**src/rtl/maxpool_relu_2_pkg.sv**
```systemverilog
// Shared dimensions and the per-pixel phase type for the second-layer max-pool + ReLU.
package maxpool_relu_2_pkg;

    localparam int CONV2_BIT   = 12;
    localparam int CONV2_OUT_W = 8;
    localparam int CONV2_OUT_H = 8;
    localparam int POOL2_OUT_W = CONV2_OUT_W / 2;
    localparam int POOL2_OUT_H = CONV2_OUT_H / 2;

    // What a channel does with the pixel presented this cycle.
    typedef enum logic [1:0] {
        PH_IDLE,
        PH_HOLD,
        PH_PAIR,
        PH_WINDOW
    } phase_e;

endpackage

```
**src/rtl/maxpool_relu_ch.sv**
```systemverilog
// One channel of the 2x2/stride-2 max-pool: pair register, half-width line buffer,
// signed max and ReLU on the output register.
module maxpool_relu_ch
    import maxpool_relu_2_pkg::*;
#(
    parameter int DATA_BIT = CONV2_BIT,
    parameter int DEPTH    = POOL2_OUT_W,
    parameter int IDX_W    = 2
) (
    input  logic                clk,
    input  logic                rst,
    input  phase_e              phase_i,
    input  logic [IDX_W-1:0]    idx_i,
    input  logic [DATA_BIT-1:0] pixel_i,
    output logic [DATA_BIT-1:0] max_value_o
);

    typedef logic signed [DATA_BIT-1:0] sample_t;

    function automatic sample_t smax(input sample_t a, input sample_t b);
        return (a > b) ? a : b;
    endfunction

    sample_t             hold_q, hold_d;
    sample_t             line_q [DEPTH];
    sample_t             pixel, pairMax, winMax;
    logic [DATA_BIT-1:0] max_q, max_d;
    logic                lineWe;

    assign pixel = $signed(pixel_i);

    always_comb begin
        hold_d  = hold_q;
        max_d   = max_q;
        lineWe  = 1'b0;
        pairMax = smax(hold_q, pixel);
        winMax  = smax(line_q[idx_i], pairMax);
        case (phase_i)
            PH_HOLD:   hold_d = pixel;
            PH_PAIR:   lineWe = 1'b1;
            // ReLU after the max: a negative window maximum clamps to zero
            PH_WINDOW: max_d  = winMax[DATA_BIT-1] ? '0 : winMax;
            default:   ;
        endcase
    end

    always_ff @(posedge clk) begin
        if (rst) begin
            hold_q <= '0;
            max_q  <= '0;
            for (int i = 0; i < DEPTH; i++) begin
                line_q[i] <= '0;
            end
        end else begin
            hold_q <= hold_d;
            max_q  <= max_d;
            if (lineWe) begin
                line_q[idx_i] <= pairMax;
            end
        end
    end

    assign max_value_o = max_q;

endmodule

```
**src/rtl/maxpool_relu_2.sv**
```systemverilog
// Second-layer 2x2/stride-2 max-pool + ReLU over three lockstep conv2 channels.
// Shared raster counters drive the phase decode; each channel keeps its own pooling state.
module maxpool_relu_2
    import maxpool_relu_2_pkg::*;
#(
    parameter int DATA_BIT = CONV2_BIT,
    parameter int WIDTH    = CONV2_OUT_W,
    parameter int HEIGHT   = CONV2_OUT_H
) (
    input  logic                clk,
    input  logic                rst,
    input  logic                valid_in,
    input  logic [DATA_BIT-1:0] conv_out_1,
    input  logic [DATA_BIT-1:0] conv_out_2,
    input  logic [DATA_BIT-1:0] conv_out_3,
    output logic [DATA_BIT-1:0] max_value_1,
    output logic [DATA_BIT-1:0] max_value_2,
    output logic [DATA_BIT-1:0] max_value_3,
    output logic                valid_out
);

    localparam int COL_W = (WIDTH  > 2) ? $clog2(WIDTH)     : 1;
    localparam int ROW_W = (HEIGHT > 2) ? $clog2(HEIGHT)    : 1;
    localparam int IDX_W = (WIDTH  > 2) ? $clog2(WIDTH / 2) : 1;

    if (((WIDTH % 2) != 0) || ((HEIGHT % 2) != 0)) begin : g_bad_dims
        $error("maxpool_relu_2: WIDTH and HEIGHT must both be even");
    end

    logic [COL_W-1:0] col_q, col_d;
    logic [ROW_W-1:0] row_q, row_d;
    logic             valid_q, valid_d;
    logic             is_even_col, is_even_row, fire;
    logic [IDX_W-1:0] idx;
    phase_e           phase;

    always_ff @(posedge clk) begin
        if (rst) begin
            col_q   <= '0;
            row_q   <= '0;
            valid_q <= 1'b0;
        end else begin
            col_q   <= col_d;
            row_q   <= row_d;
            valid_q <= valid_d;
        end
    end

    // Counters only move on valid pixels, so idle gaps leave the raster position untouched
    always_comb begin
        col_d = col_q;
        row_d = row_q;
        if (valid_in) begin
            if (col_q == COL_W'(WIDTH - 1)) begin
                col_d = '0;
                row_d = (row_q == ROW_W'(HEIGHT - 1)) ? '0 : row_q + 1'b1;
            end else begin
                col_d = col_q + 1'b1;
            end
        end
    end

    always_comb begin
        is_even_col = ~col_q[0];
        is_even_row = ~row_q[0];
        fire        = valid_in & ~is_even_col & ~is_even_row;
        valid_d     = fire;
        idx         = IDX_W'(col_q >> 1);
        phase       = PH_IDLE;
        if (valid_in) begin
            if (is_even_col) begin
                phase = PH_HOLD;
            end else if (is_even_row) begin
                phase = PH_PAIR;
            end else begin
                phase = PH_WINDOW;
            end
        end
    end

    maxpool_relu_ch #(.DATA_BIT(DATA_BIT), .DEPTH(WIDTH / 2), .IDX_W(IDX_W)) u_ch1 (
        .clk(clk), .rst(rst), .phase_i(phase), .idx_i(idx),
        .pixel_i(conv_out_1), .max_value_o(max_value_1)
    );

    maxpool_relu_ch #(.DATA_BIT(DATA_BIT), .DEPTH(WIDTH / 2), .IDX_W(IDX_W)) u_ch2 (
        .clk(clk), .rst(rst), .phase_i(phase), .idx_i(idx),
        .pixel_i(conv_out_2), .max_value_o(max_value_2)
    );

    maxpool_relu_ch #(.DATA_BIT(DATA_BIT), .DEPTH(WIDTH / 2), .IDX_W(IDX_W)) u_ch3 (
        .clk(clk), .rst(rst), .phase_i(phase), .idx_i(idx),
        .pixel_i(conv_out_3), .max_value_o(max_value_3)
    );

    assign valid_out = valid_q;

endmodule

```
**config.mk**
```make
export PLATFORM = sky130hd
export DESIGN_NAME = maxpool_relu_2
export DESIGN_NICKNAME = d
export VERILOG_FILES = /design/src/rtl/maxpool_relu_2_pkg.sv /design/src/rtl/maxpool_relu_ch.sv /design/src/rtl/maxpool_relu_2.sv
export SDC_FILE = /design/constraint.sdc
export NUM_CORES = 1
export LEC_CHECK = 0
export BUFFER_PORTS_ARGS = -buffer_cell sky130_fd_sc_hd__buf_2
export CORE_ASPECT_RATIO = 1.25
export CORE_MARGIN = 5
export CORE_UTILIZATION = 58
export CTS_CLUSTER_SIZE = 14
export DETAILED_ROUTE_END_ITERATION = 10
export PLACE_DENSITY = 0.77
export SYNTH_ARGS = -nofsm -noshare
export SYNTH_HDL_FRONTEND = slang
export SYNTH_SLANG_ARGS = --single-unit
```
**constraint.sdc**
```tcl
create_clock -name clk -period 5.1 [get_ports clk]
set_input_delay 0.765 -clock clk [delete_from_list [all_inputs] [get_ports clk]]
set_output_delay 0.765 -clock clk [all_outputs]
set_load 0.05 [all_outputs]
```
==> out/qor.txt <==
Slew HR - 23.1%
Period Utilization, post-route - 84.3%
die area - 0.0229 mm^2
CP Cell Sequence - buf_2 -> inv_1 -> ha_1 -> nand4_1 -> nor2_1 -> a2bb2oi_2 -> o31a_2 -> nor2_1 -> a21oi_1 -> ha_1 -> nor2b_1 -> o21a_1 -> o21ai_0 -> nand2b_1 -> a41oi_1 -> and3_1 -> or3_1 -> a31oi_1
gate count of the mapped netlist - 1,101
final worst slack - 801 ps
slowest CP cell - and3_1
vias in the first global route - 8,877
Core ar. - 0.0195 mm^2
DP Worst Slack - 277 ps
Max Freq - 0.233 GHz
kind of critical path - primary input to flip-flop
Seq cells post-synth - 222
initial antenna violation count - 0
layout cells sized above 1 - 18.2%
via/cell ratio - 5.91
Slew @ Worst Pin - 1150 ps
largest cells by area after synthesis - edfxtp_1 (37%), dfxtp_1 (14%), ha_1 (7.6%)
Critical Path Source Type - primary input
Seq pwr share - 46.5%
setup_tns - 0 ps
number of distinct library cells after synthesis - 72
Clock Skews - 15.2 ps
status - completed
Mean Syn Cell Area - 10.5 um^2
htree depth - 1
Area Overhead vs Synth - 13.3%
postcts setup bufs - 0
VDD IR max - 0.212 mV
routed wire length - 27,500 um
cts hold-fix bufs - 0
Post-synth EDFFs - 144
Resize count post-CTS - 0
Critical Path Start - conv_out_1[11]
Rows - 57
PortBufs - 72
GRT overflow - 0
final net count - 1,296
max-slew violation count - 0
Max clock buf depth - 3
NetSw - 1.17 mW
CP required - 5460 ps
worst hold path type - flip-flop to flip-flop
Critical Path AT - 4660 ps
most frequent cell after synthesis - nor2_1
Final Hold Viols - 0
detailed-route DRC error count - 0
Yosys warnings - 0
post-route ant nets - 0
clock network power share - 37.4%
total clock sinks - 222
fillers - 1,540
DR iter-0 viols - 626
Root Buffer - clkbuf_16
RR Startpoint - u_ch3.hold_q[5]
max_cap viols - 0
Mapped Area - 0.0115 mm^2
post-synthesis cell type with the largest combined area - edfxtp_1
asr flop ratio synth - 0%
crit path max fanout - 22
# diodes - 0
Power Density - 331 mW/mm^2
Int Pwr - 3.16 mW
Die Span Y - 168 um
synth cell count leaders - nor2_1 (195), edfxtp_1 (144), nand2_1 (120), dfxtp_1 (78), a21oi_1 (73)
post-synthesis sequential area ratio - 51.0%
Comb power frac - 16.2%
IO Pins - 76
Tmin final - 4300 ps
die width - 136 um
top cell type's share of synthesized area - 37.4%
Largest stage delay, worst path - 610 ps
clk slew on worst S/H paths - 60 ps
first-pass GRT wire length - 44,900 um
switching share of power - 27.1%
DP HPWL - 18,700 um
cts bufs inserted - 23
via count - 8,680
Pleak - 5.33 nW
Primary FF master, synth - edfxtp_1
Detailed Routing Iterations Pass 1 - 5
unrepaired setup endpoints after global routing - false
Total GRT Usage - 24.6%
Worst setup EP type - flip-flop
CTS tree - done
final setup fails - 0
hold path start - u_ch2.hold_q[0]
Worst-Skew Late Latency - 520 ps
GP Congestion - 0.824
initial core utilization - 59.1%
largest net degree at the start of global routing - 63
Avg WL per Cell - 18.7 um
layout make-up:
type	count	area (um^2)	share of cell area (%)
inverters	69	259	1.98
multi-input cells	749	5130	39.2
clock inverters	14	114	0.870
well taps	265	332	2.53
repair buffers	122	748	5.72
flip-flops and latches	222	5890	45.0
clock buffers	28	614	4.69
worst paths after layout:
kind              slack [ps]  cells after the start                    to
setup / recovery         800                     18  u_ch1.max_value_o[7]
hold / removal           450                      2       u_ch2.hold_q[0]
setup reg to reg         830                     19  u_ch3.max_value_o[0]
hold reg to reg          450                      2       u_ch2.hold_q[0]
placed cells by master (no fill, tap or decap), types with 3 or more instances in the layout:
| master | instances |
|---|---|
| nor2_1 | 194 |
| edfxtp_1 | 144 |
| nand2_1 | 120 |
| dfxtp_1 | 76 |
| a21oi_1 | 73 |
| buf_2 | 72 |
| ha_1 | 70 |
| inv_1 | 69 |
| buf_4 | 49 |
| mux4_2 | 34 |
| nand3_1 | 25 |
| clkbuf_16 | 23 |
| nor3_1 | 18 |
| mux2i_1 | 18 |
| o211ai_1 | 16 |
| o21ai_0 | 14 |
| or3_1 | 14 |
| nand4_1 | 12 |
| a221o_1 | 12 |
| a31oi_1 | 12 |
| o221ai_1 | 11 |
| a21o_1 | 10 |
| nor2b_1 | 8 |
| and3_1 | 8 |
| nand2b_1 | 7 |
| and2_1 | 7 |
| a211oi_1 | 4 |
| xor2_1 | 4 |
| o21a_1 | 3 |
| a41oi_1 | 3 |
| nand2b_2 | 3 |
| conb_1 | 3 |
| clkinv_4 | 3 |
| clkinvlp_4 | 3 |
| clkinv_1 | 3 |
| clkbuf_1 | 3 |
state kept, by name (all words and copies together) (netlist names), named ones only:
register,flops
col_q,3
row_q,3
u_ch1.hold_q,12
u_ch1.line_q,48
u_ch1.max_value_o,11
u_ch2.hold_q,12
u_ch2.line_q,48
u_ch2.max_value_o,11
u_ch3.hold_q,12
u_ch3.line_q,48
u_ch3.max_value_o,11
valid_out,1
routing by layer:
layer | global-route usage (%) | up-vias | wire [um]
met5 | 0 | - | 0
met4 | 8.37 | 0 | 894
met3 | 3.27 | 76 | 1740
met2 | 43.8 | 308 | 14100
met1 | 30.7 | 4170 | 10700
li1 | - | 4126 | -
stage by stage:
stage	total power [mW]	cell area [um^2]	util [%]	hold WS [ps]	cells
finish	4.34	13100	67.0	454	1469
floorplan	2.53	11600	-	436	1103
global placement	2.73	12400	63.3	444	1427
CTS	4.36	13100	67.0	455	1469
global route	4.53	13100	67.0	477	1469
detailed placement	2.75	12400	63.3	446	1427
worst max-delay path: cells and delay by family:
kind	cells	cell delay, ps
fa+ha+maj	2	670
buf+inv	2	140
compound gates	7	1630
simple gates	7	1450
power by group through the flow:
stage | logic (mW) | registers, mW | clock network [mW]
floorplan | 0.495 | 2.04 | 0
global placement | 0.680 | 2.05 | 0
detailed placement | 0.696 | 2.05 | 0
CTS | 0.701 | 2.02 | 1.65
global route | 0.780 | 2.02 | 1.73
finish | 0.702 | 2.02 | 1.62
cells by family (layout without fill, tap and decap cells):
family | after synthesis | after routing | synth area share, %
buffers and inverters | 132 | 233 | 4.72
AND/OR/NAND/NOR | 425 | 425 | 15.9
XOR/XNOR | 4 | 4 | 0.303
multiplexers | 55 | 55 | 8.58
flip-flops | 222 | 222 | 51.0
AO/OA/AOI/OAI | 191 | 191 | 11.8
adder cells (fa/ha/maj) | 71 | 71 | 7.68
other | 1 | 3 | 0.0325
No activity file was read; power rests on OpenSTA's default activity.
